<file path="config.mk">
export PLATFORM = sky130hd
export DESIGN_NAME = scc_bram_frame_writer
export DESIGN_NICKNAME = d
export VERILOG_FILES = /design/src/rtl/scc_pkg.sv /design/src/rtl/scc_sample_packer.sv /design/src/rtl/scc_bram_frame_writer.sv
export SDC_FILE = /design/constraint.sdc
export NUM_CORES = 1
export LEC_CHECK = 0
export CAP_MARGIN = 30
export CORE_ASPECT_RATIO = 0.6
export CORE_MARGIN = 4
export CORE_UTILIZATION = 57
export DETAILED_ROUTE_END_ITERATION = 10
export HOLD_SLACK_MARGIN = 0.02
export PLACE_DENSITY = 0.81
export SYNTH_ARGS = -nofsm -noshare
export SYNTH_HDL_FRONTEND = slang
export SYNTH_HIERARCHICAL = 1
export SYNTH_SLANG_ARGS = --single-unit
</file>
<file path="constraint.sdc">
create_clock -name clk -period 6.2 [get_ports clk]
set_clock_uncertainty 0.05 [all_clocks]
set_input_delay 0.62 -clock clk [delete_from_list [all_inputs] [get_ports clk]]
set_output_delay 0.62 -clock clk [all_outputs]
set_load 0.02 [all_outputs]
</file>
<file path="src/rtl/scc_pkg.sv">
// Shared types and parameter helpers for the speckle-capture BRAM frame writer.
// Legality helpers are evaluated at elaboration by the top level.
package scc_pkg;

  typedef enum logic [1:0] {
    IDLE,
    CAPTURE,
    DONE
  } scc_state_t;

  function automatic int scc_lanes(input int sample_w);
    return 32 / sample_w;
  endfunction

  function automatic bit scc_sample_w_ok(input int sample_w);
    return sample_w == 8 || sample_w == 16 || sample_w == 32;
  endfunction

  // both ping-pong buffers must fit in the BRAM address space
  function automatic bit scc_frame_ok(input int frame_words,
                                      input int addr_w);
    return frame_words > 0 && (2 * frame_words) <= (1 << addr_w);
  endfunction

endpackage

</file>
<file path="src/rtl/scc_sample_packer.sv">
// Packs SAMPLE_W-bit samples into 32-bit words, lane 0 in the low bits.
// word_valid/word are combinational on the accept of the last lane.
module scc_sample_packer
  import scc_pkg::*;
#(
  parameter int SAMPLE_W = 8
) (
  input  logic                clk,
  input  logic                rst,
  input  logic                accept,
  input  logic [SAMPLE_W-1:0] data,
  output logic                word_valid,
  output logic [31:0]         word
);

  localparam int LANES = scc_lanes(SAMPLE_W);
  localparam int LW = (LANES > 1) ? $clog2(LANES) : 1;
  localparam logic [LW-1:0] LAST = LW'(LANES - 1);

  logic [LW-1:0] lane;
  logic [31:0]   acc;

  always_comb begin
    word = acc;
    word[lane*SAMPLE_W +: SAMPLE_W] = data;
  end

  assign word_valid = accept && (lane == LAST);

  always_ff @(posedge clk) begin
    if (rst) begin
      lane <= '0;
      acc  <= '0;
    end else if (accept) begin
      acc  <= word;
      lane <= (lane == LAST) ? '0 : lane + LW'(1);
    end
  end

endmodule

</file>
<file path="src/rtl/scc_bram_frame_writer.sv">
// Streams packed sample words into the PL BRAM port, one frame at a time.
// Define SCC_PINGPONG_EN for continuous two-buffer capture with stop/overflow.
module scc_bram_frame_writer
  import scc_pkg::*;
#(
  parameter int ADDR_W      = 15,
  parameter int SAMPLE_W    = 8,
  parameter int FRAME_WORDS = 4096
) (
  input  logic                clk,
  input  logic                rst,
  input  logic                start,
  input  logic                stop,
  input  logic                irq_ack,
  input  logic [SAMPLE_W-1:0] s_data,
  input  logic                s_valid,
  output logic                s_ready,
  output logic [ADDR_W-1:0]   bram_addr,
  output logic [31:0]         bram_din,
  output logic                bram_en,
  output logic [3:0]          bram_we,
  output logic                irq,
  output logic                irq_buf,
  output logic                busy,
  output logic                overflow
);

  if (!scc_sample_w_ok(SAMPLE_W)) begin : g_bad_sample_w
    $error("scc_bram_frame_writer: SAMPLE_W must be 8, 16 or 32");
  end
  if (!scc_frame_ok(FRAME_WORDS, ADDR_W)) begin : g_bad_frame
    $error("scc_bram_frame_writer: 2*FRAME_WORDS exceeds 2**ADDR_W");
  end

  localparam logic [ADDR_W-1:0] FW       = ADDR_W'(FRAME_WORDS);
  localparam logic [ADDR_W-1:0] LAST_IDX = ADDR_W'(FRAME_WORDS - 1);

  scc_state_t        state;
  scc_state_t        next_state;
  logic [ADDR_W-1:0] word_idx;
  logic [ADDR_W-1:0] base;
  logic              accept;
  logic              word_valid;
  logic [31:0]       word;
  logic              frame_done;

  assign accept     = s_valid && s_ready;
  assign frame_done = word_valid && (word_idx == LAST_IDX);

  scc_sample_packer #(
    .SAMPLE_W(SAMPLE_W)
  ) u_packer (
    .clk       (clk),
    .rst       (rst),
    .accept    (accept),
    .data      (s_data),
    .word_valid(word_valid),
    .word      (word)
  );

`ifdef SCC_PINGPONG_EN
  logic buf_sel;
  logic stop_seen;
  logic stop_req;

  assign base     = buf_sel ? FW : '0;
  assign stop_req = stop_seen || stop;
`else
  logic unused_stop;

  assign base        = '0;
  assign unused_stop = stop ^ FW[0];
`endif

  always_comb begin
    next_state = state;
    unique case (state)
      IDLE:    if (start) next_state = CAPTURE;
      CAPTURE: begin
        if (frame_done) begin
`ifdef SCC_PINGPONG_EN
          if (stop_req) next_state = IDLE;
`else
          next_state = DONE;
`endif
        end
      end
      DONE:    if (irq_ack) next_state = IDLE;
      default: next_state = IDLE;
    endcase
  end

  always_ff @(posedge clk) begin
    if (rst) state <= IDLE;
    else     state <= next_state;
  end

  always_ff @(posedge clk) begin
    if (rst) begin
      s_ready   <= 1'b0;
      busy      <= 1'b0;
      bram_en   <= 1'b0;
      bram_we   <= 4'h0;
      bram_addr <= '0;
      bram_din  <= '0;
      word_idx  <= '0;
      irq       <= 1'b0;
    end else begin
      s_ready <= (next_state == CAPTURE);
      busy    <= (next_state != IDLE);
      bram_en <= word_valid;
      bram_we <= word_valid ? 4'hF : 4'h0;
      if (word_valid) begin
        bram_addr <= base + word_idx;
        bram_din  <= word;
      end
      if (state == IDLE && start) word_idx <= '0;
      else if (frame_done)        word_idx <= '0;
      else if (word_valid)        word_idx <= word_idx + ADDR_W'(1);
      // a completion beats a simultaneous acknowledge
      if (frame_done)   irq <= 1'b1;
      else if (irq_ack) irq <= 1'b0;
    end
  end

`ifdef SCC_PINGPONG_EN
  always_ff @(posedge clk) begin
    if (rst) begin
      buf_sel   <= 1'b0;
      stop_seen <= 1'b0;
      irq_buf   <= 1'b0;
      overflow  <= 1'b0;
    end else begin
      if (state == IDLE && start) buf_sel <= 1'b0;
      else if (frame_done)        buf_sel <= ~buf_sel;
      if (state != CAPTURE || frame_done) stop_seen <= 1'b0;
      else if (stop)                      stop_seen <= 1'b1;
      if (frame_done) irq_buf <= buf_sel;
      if (frame_done && irq && !irq_ack) overflow <= 1'b1;
    end
  end
`else
  assign irq_buf  = 1'b0;
  assign overflow = 1'b0;
`endif

endmodule

</file>
# After elaboration in Yosys (flattened, before gate mapping)
# Cells that the tools add are included.
[op_classes]
mux = 9
reduce_logical = 8
addsub = 3
eq_ne = 5
magnitude_cmp = 0
shifts = 2
mul = 0
div = 0
bitwise_logic = 0
[ops]
columns = ["cell", "count"]
rows = [
  ["negator 5 -> 34 bit", 1],
  ["variable shift 8 x 34 -> 32 bit (first input constant)", 1],
  ["variable part select 8 x 34 -> 32 bit", 1],
  ["bitwise mux 32 bit", 1],
  ["adder 15 x 1 -> 15 bit (second input constant)", 1],
  ["equality test 15 x 12 -> 1 bit (second input constant)", 1],
  ["two-way mux 2 bit", 4],
  ["one-hot mux 2 bit (3 select lines)", 1],
  ["equality test 2 x 1 -> 1 bit (second input constant)", 2],
  ["equality test 2 bit (second input constant)", 2],
  ["logical AND 1 bit", 4],
  ["two-way mux 4 bit", 1],
  ["nonzero test 2 bit", 2],
  ["OR reduction 3 bit", 1],
  ["adder 2 x 1 -> 2 bit (second input constant)", 1],
  ["zero test 2 bit", 1],
  ["two-way mux 1 bit", 2],
]
[totals]
latchBits = 0
ff_bits = 106
input_bits = 14
rom_bits = 0
ramBits = 0
output_inout_bits = 57
mem_count = 0

# Longest topological paths before layout
[depth]
word_depth = 6
ltp_mapped = 10
depth_no_buf = 7

# By module
# The synthesis kept the hierarchy.
[by_module_without_submodules]
columns = ["mod", "area_per_inst_um2", "seq_area_each_um2", "instances", "cells_per_inst"]
rows = [
  ["scc_bram_frame_writer", 2603.7, 1361.3, 1, 256],
  ["scc_sample_packer", 1820.5, 680.7, 1, 218],
]

# Worst setup path before layout
# No wires, ideal clock.
[synth_path]
kind = "in2reg"
start = "input port s_valid"
end = "register word_idx[11]"
stages = 10
n_path_buf = 3
path_slack_ns = 3.660
arrival_ns = 2.376
required_time_ns = 6.035
cell_sequence = "and2_1 -> clkbuf_1 -> nand2_1 -> inv_1 -> buf_2 -> nand4_4 -> nor4_4 -> or2_4 -> buf_6 -> nor2_1"
[synth_between]
elab_chain_len = 4
[synth_lines]
columns = ["item", "line_no", "rtl"]
rows = [
  ["from (decl)", "scc_bram_frame_writer.sv:16", "input logic s_valid,"],
  ["logical AND 1 bit (*)", "scc_bram_frame_writer.sv:47", "assign accept = s_valid && s_ready;"],
  ["logical AND 1 bit (*)", "scc_sample_packer.sv:28", "assign word_valid = accept && (lane == LAST);"],
  ["via word_valid", "scc_bram_frame_writer.sv:43", "logic word_valid;"],
  ["logical AND 1 bit", "scc_bram_frame_writer.sv:48", "assign frame_done = word_valid && (word_idx == LAST_IDX);"],
  ["OR reduction 3 bit (no line)", "--", ""],
  ["to (signal assigned)", "scc_bram_frame_writer.sv:119", "else if (word_valid) word_idx <= word_idx + ADDR_W'(1);"],
  ["to (decl)", "scc_bram_frame_writer.sv:40", "logic [ADDR_W-1:0] word_idx;"],
]
# The timed path passes the listed nets; every way through them passes the cells marked *.
# A chain may end at the register's enable or synchronous reset.

# Worst setup path after layout
[layout_path]
start = "input port s_valid"
end = "register word_idx[13]"
[layout_between]
elab_chain_len = 4
[layout_lines]
columns = ["item", "line_no", "rtl"]
rows = [
  ["logical AND 1 bit (*)", "scc_bram_frame_writer.sv:47", ""],
  ["via accept", "scc_bram_frame_writer.sv:42", "logic accept;"],
  ["logical AND 1 bit (*)", "scc_sample_packer.sv:28", ""],
  ["via word_valid", "scc_bram_frame_writer.sv:43", ""],
  ["logical AND 1 bit", "scc_bram_frame_writer.sv:48", ""],
  ["OR reduction 3 bit (no line)", "--", ""],
]
# Marked as above.

==> results.md <==
- Outcome: finished clean
- RSZ-0062 raised after global routing: false
- Most frequent cell after synthesis: dfxtp_1
- Gr usage total: 0.221
- Area of the multi-input gates: 2060 sq um
- Hold-fix buffers, CTS: 0
- Hold Fails Final Rpt: 0
- P per Cell Area: 254 nW/um^2
- Share of layout cells above drive strength 1: 0.0756
- Initial antenna violation count: 0
- Final #Nets: 531
- Met2 track demand over resource: 0.318
- Largest cells by area after synthesis: dfxtp_1 (46%), mux2i_1 (11%), nor2_1 (7.0%)
- Synth Area in Compound Gates: 0.119
- Storage element area: 2040 sq um
- Min-Delay Path Class: reg2reg
- Dpl cells: 604
- Die area: 9280 sq um
- Final-report setup violation count: 0
- ANT nets after route: 0
- Crit-path cells: clkdlybuf4s50_1 > and2_1 > buf_4 > nand2_1 > inv_2 > nand4_1 > nor4_1 > xnor2_1 > nor2_1
- Clock root buffer master: clkbuf_16
- Total gr overflow: 0
- Largest family of logic cells by synthesized area: simple AND/OR/NAND/NOR gates
- Worst hold endpoint: u_packer/acc[14]
- Drt first pass iters: 5
- RD Place Congestion: 0.847
- Post-CTS setup repair buffer count: 0
- Data required, critical path: 6.39 ns
- Register-to-register setup slack: 3.27 ns
- Max-Cap Viols: 0
- Simple-gate area share of the yosys netlist: 0.188
- Via/cell ratio: 5.68
- Sequential area share after synthesis: 0.462
- Mapped Area: 4420 sq um
- Mapped Cells: 474
- Residual DRC count: 0
- First-pass GRT wire length: 16600 microns
- Seq cells post-synth: 102
- Ant diodes: 0
- Worst-path clk slew: 0.07 ns
- Core area: 7390 sq um
- Synth Warn #: 6
- Crit path kind: in2reg
- Rel. slew slack: 0.392
- Hold_sp: u_packer/acc[14]
- Final core occ: 0.720
- Multiplexer share of the synthesized area: 0.114
- CTS tree: done
- Num CTS Buffers: 9
- Reg2Reg Depth: 7
- RR Startpoint: u_packer/lane[0]
- Fin crit share: 0.481
- Area Overhead vs Synth: 20.2%
- WHS: 0.404 ns
- Syn_area_per_cell: 9.33 sq um
- FF-to-FF End: bram_din[29]
- Vias in the first global route: 3286
- Area leader, netlist: dfxtp_1
- Filler instances: 572
- # H-tree levels: 3
- WL/cell: 16.0 microns
- Top FF cell, synth: dfxtp_1
- Slew Viols, Final: 0
- Die W: 122 microns
- Clock Latency Late Sink: 0.35 ns
- GR Layer Usage met3: 0.0742
- Adder-Cell Fraction of Synth Area: 0.0170
- EDFF count, synth: 0
- Worst-margin pin slew: 0.908 ns
- Startpoint types: primary input
- Global-route met1 utilization: 0.318
- Post_cts resized: 0
- Synth Area in XOR/XNOR: 0.0257
- Via count: 3524
- IO Pins: 71
- Maximum clock path buffer count: 2
- Critical Path AT: 3.17 ns
- Clock Sink Count: 102
- Initial Util: 0.599
- I/O Buffers: 67
- Non-filler cells, final: 620
- Max Clk Rate: 0.336 GHz
- Hpwl dp: 6510 microns
- GRT busiest layer: met2
- TNS Setup: 0 ns
- Leak: 1.79 nW
- Most frequent cells after synthesis: dfxtp_1 (102), nor2_1 (83), mux2i_1 (48)
- Slowest cell on the critical path: nor4_1
- Area fraction of the dominant cell type after synthesis: 0.462
- Synth cell types: 45
- Worst stage delay on the critical path: 0.46 ns
- WHS Path Cells: 2
- CP max FO: 24
- CP top delay family: simple AND/OR/NAND/NOR gates
- Die H: 76.2 microns
- Ys async rst share: 0
- Largest net degree at the start of global routing: 89
- FP Rows: 24
- Worst setup EP type: flop
- Maximum vdd drop: 227 uV
- Minimum clock period: 2.98 ns
- DRT iter0 DRCs: 255
- Final WL: 9890 microns
- CP bufs+invs: 3
-- sequential cells by signal, indices dropped and copies added, names as in the netlist, 2 cells and up --
signal	flops
bram_addr	15
bram_din	32
state	2
u_packer/acc	32
u_packer/lane	2
word_idx	15
-- metal layers --
layer | vias up | routed length (microns) | part of all wire
met5 | - | 0 | 0
met4 | 0 | 61 | 0.0062
met2 | 129 | 4280 | 0.43
li1 | 1713 | - | -
met3 | 6 | 747 | 0.076
met1 | 1676 | 4810 | 0.49
-- through the flow --
stage                     area (sq um)  worst slack (ns)  total power [mW]
after floorplan                   4430              3.66             0.728
after global placement            4980              2.96             0.741
after detailed placement          4980              2.88             0.742
after CTS                         5320              3.24              1.36
after global routing              5320              3.01              1.39
final                             5320              3.22              1.35
-- worst reg2reg max path: stages (launching register included) --
cell and delay, ns:
dfxtp_1 0.53, inv_1 0.15, ha_1 0.41, nor3b_2 0.82, and2_0 0.47, a22o_1 0.21, mux2i_1 0.07, nor2_1 0.13
-- how the worst max path moves through the flow --
stage / slack (ns) / to / from / cells after the start
2_1_floorplan: 3.66 / word_idx[11] / s_valid / 10
3_3_place_gp: 2.96 / word_idx[3] / s_valid / 9
3_5_place_dp: 2.88 / word_idx[3] / s_valid / 9
4_1_cts: 3.24 / word_idx[3] / s_valid / 9
5_1_grt: 3.01 / word_idx[3] / s_valid / 9
6_report: 3.22 / word_idx[13] / s_valid / 9
-- power by group --
group,switching [mW],leakage (nW),internal [mW]
clock,0.234,0.166,0.386
combinational,0.0459,0.802,0.0207
sequential,0.00345,0.823,0.659
total,0.283,1.79,1.07
-- cells in the final DEF (no fill, tap or decap), types with 6 or more instances in the layout --
| cell type | Yosys | final |
|---|---|---|
| ha_1 | 6 | 6 |
| clkbuf_16 | 0 | 9 |
| a22o_2 | 8 | 8 |
| nor2_1 | 83 | 83 |
| a21oi_1 | 22 | 22 |
| nand4_1 | 17 | 17 |
| mux2i_1 | 48 | 48 |
| inv_1 | 17 | 16 |
| clkdlybuf4s50_1 | 0 | 66 |
| a32oi_1 | 16 | 16 |
| o21ai_0 | 9 | 9 |
| nand2_1 | 35 | 35 |
| dfxtp_1 | 102 | 102 |
| a22o_1 | 14 | 14 |
| xnor2_1 | 10 | 10 |
-- cells by family (layout without fill, tap and decap cells) --
kind of cell,count (synthesis),after routing
simple gates,167,167
flops,102,102
compound gates,73,73
buf+inv,62,103
mux,50,50
xor+xnor,13,13
fa+ha+maj,6,6
other cells,1,2
-- final cells by class --
cell class / count / share of cell area
clock buffers: 13 / 0.0508
clock inverters: 3 / 0.0122
inverters: 17 / 0.0120
multi-input cells: 311 / 0.387
flip-flops and latches: 102 / 0.384
well taps: 104 / 0.0245
repair buffers: 70 / 0.129
Note: power is estimated with default switching activity, not from simulation.
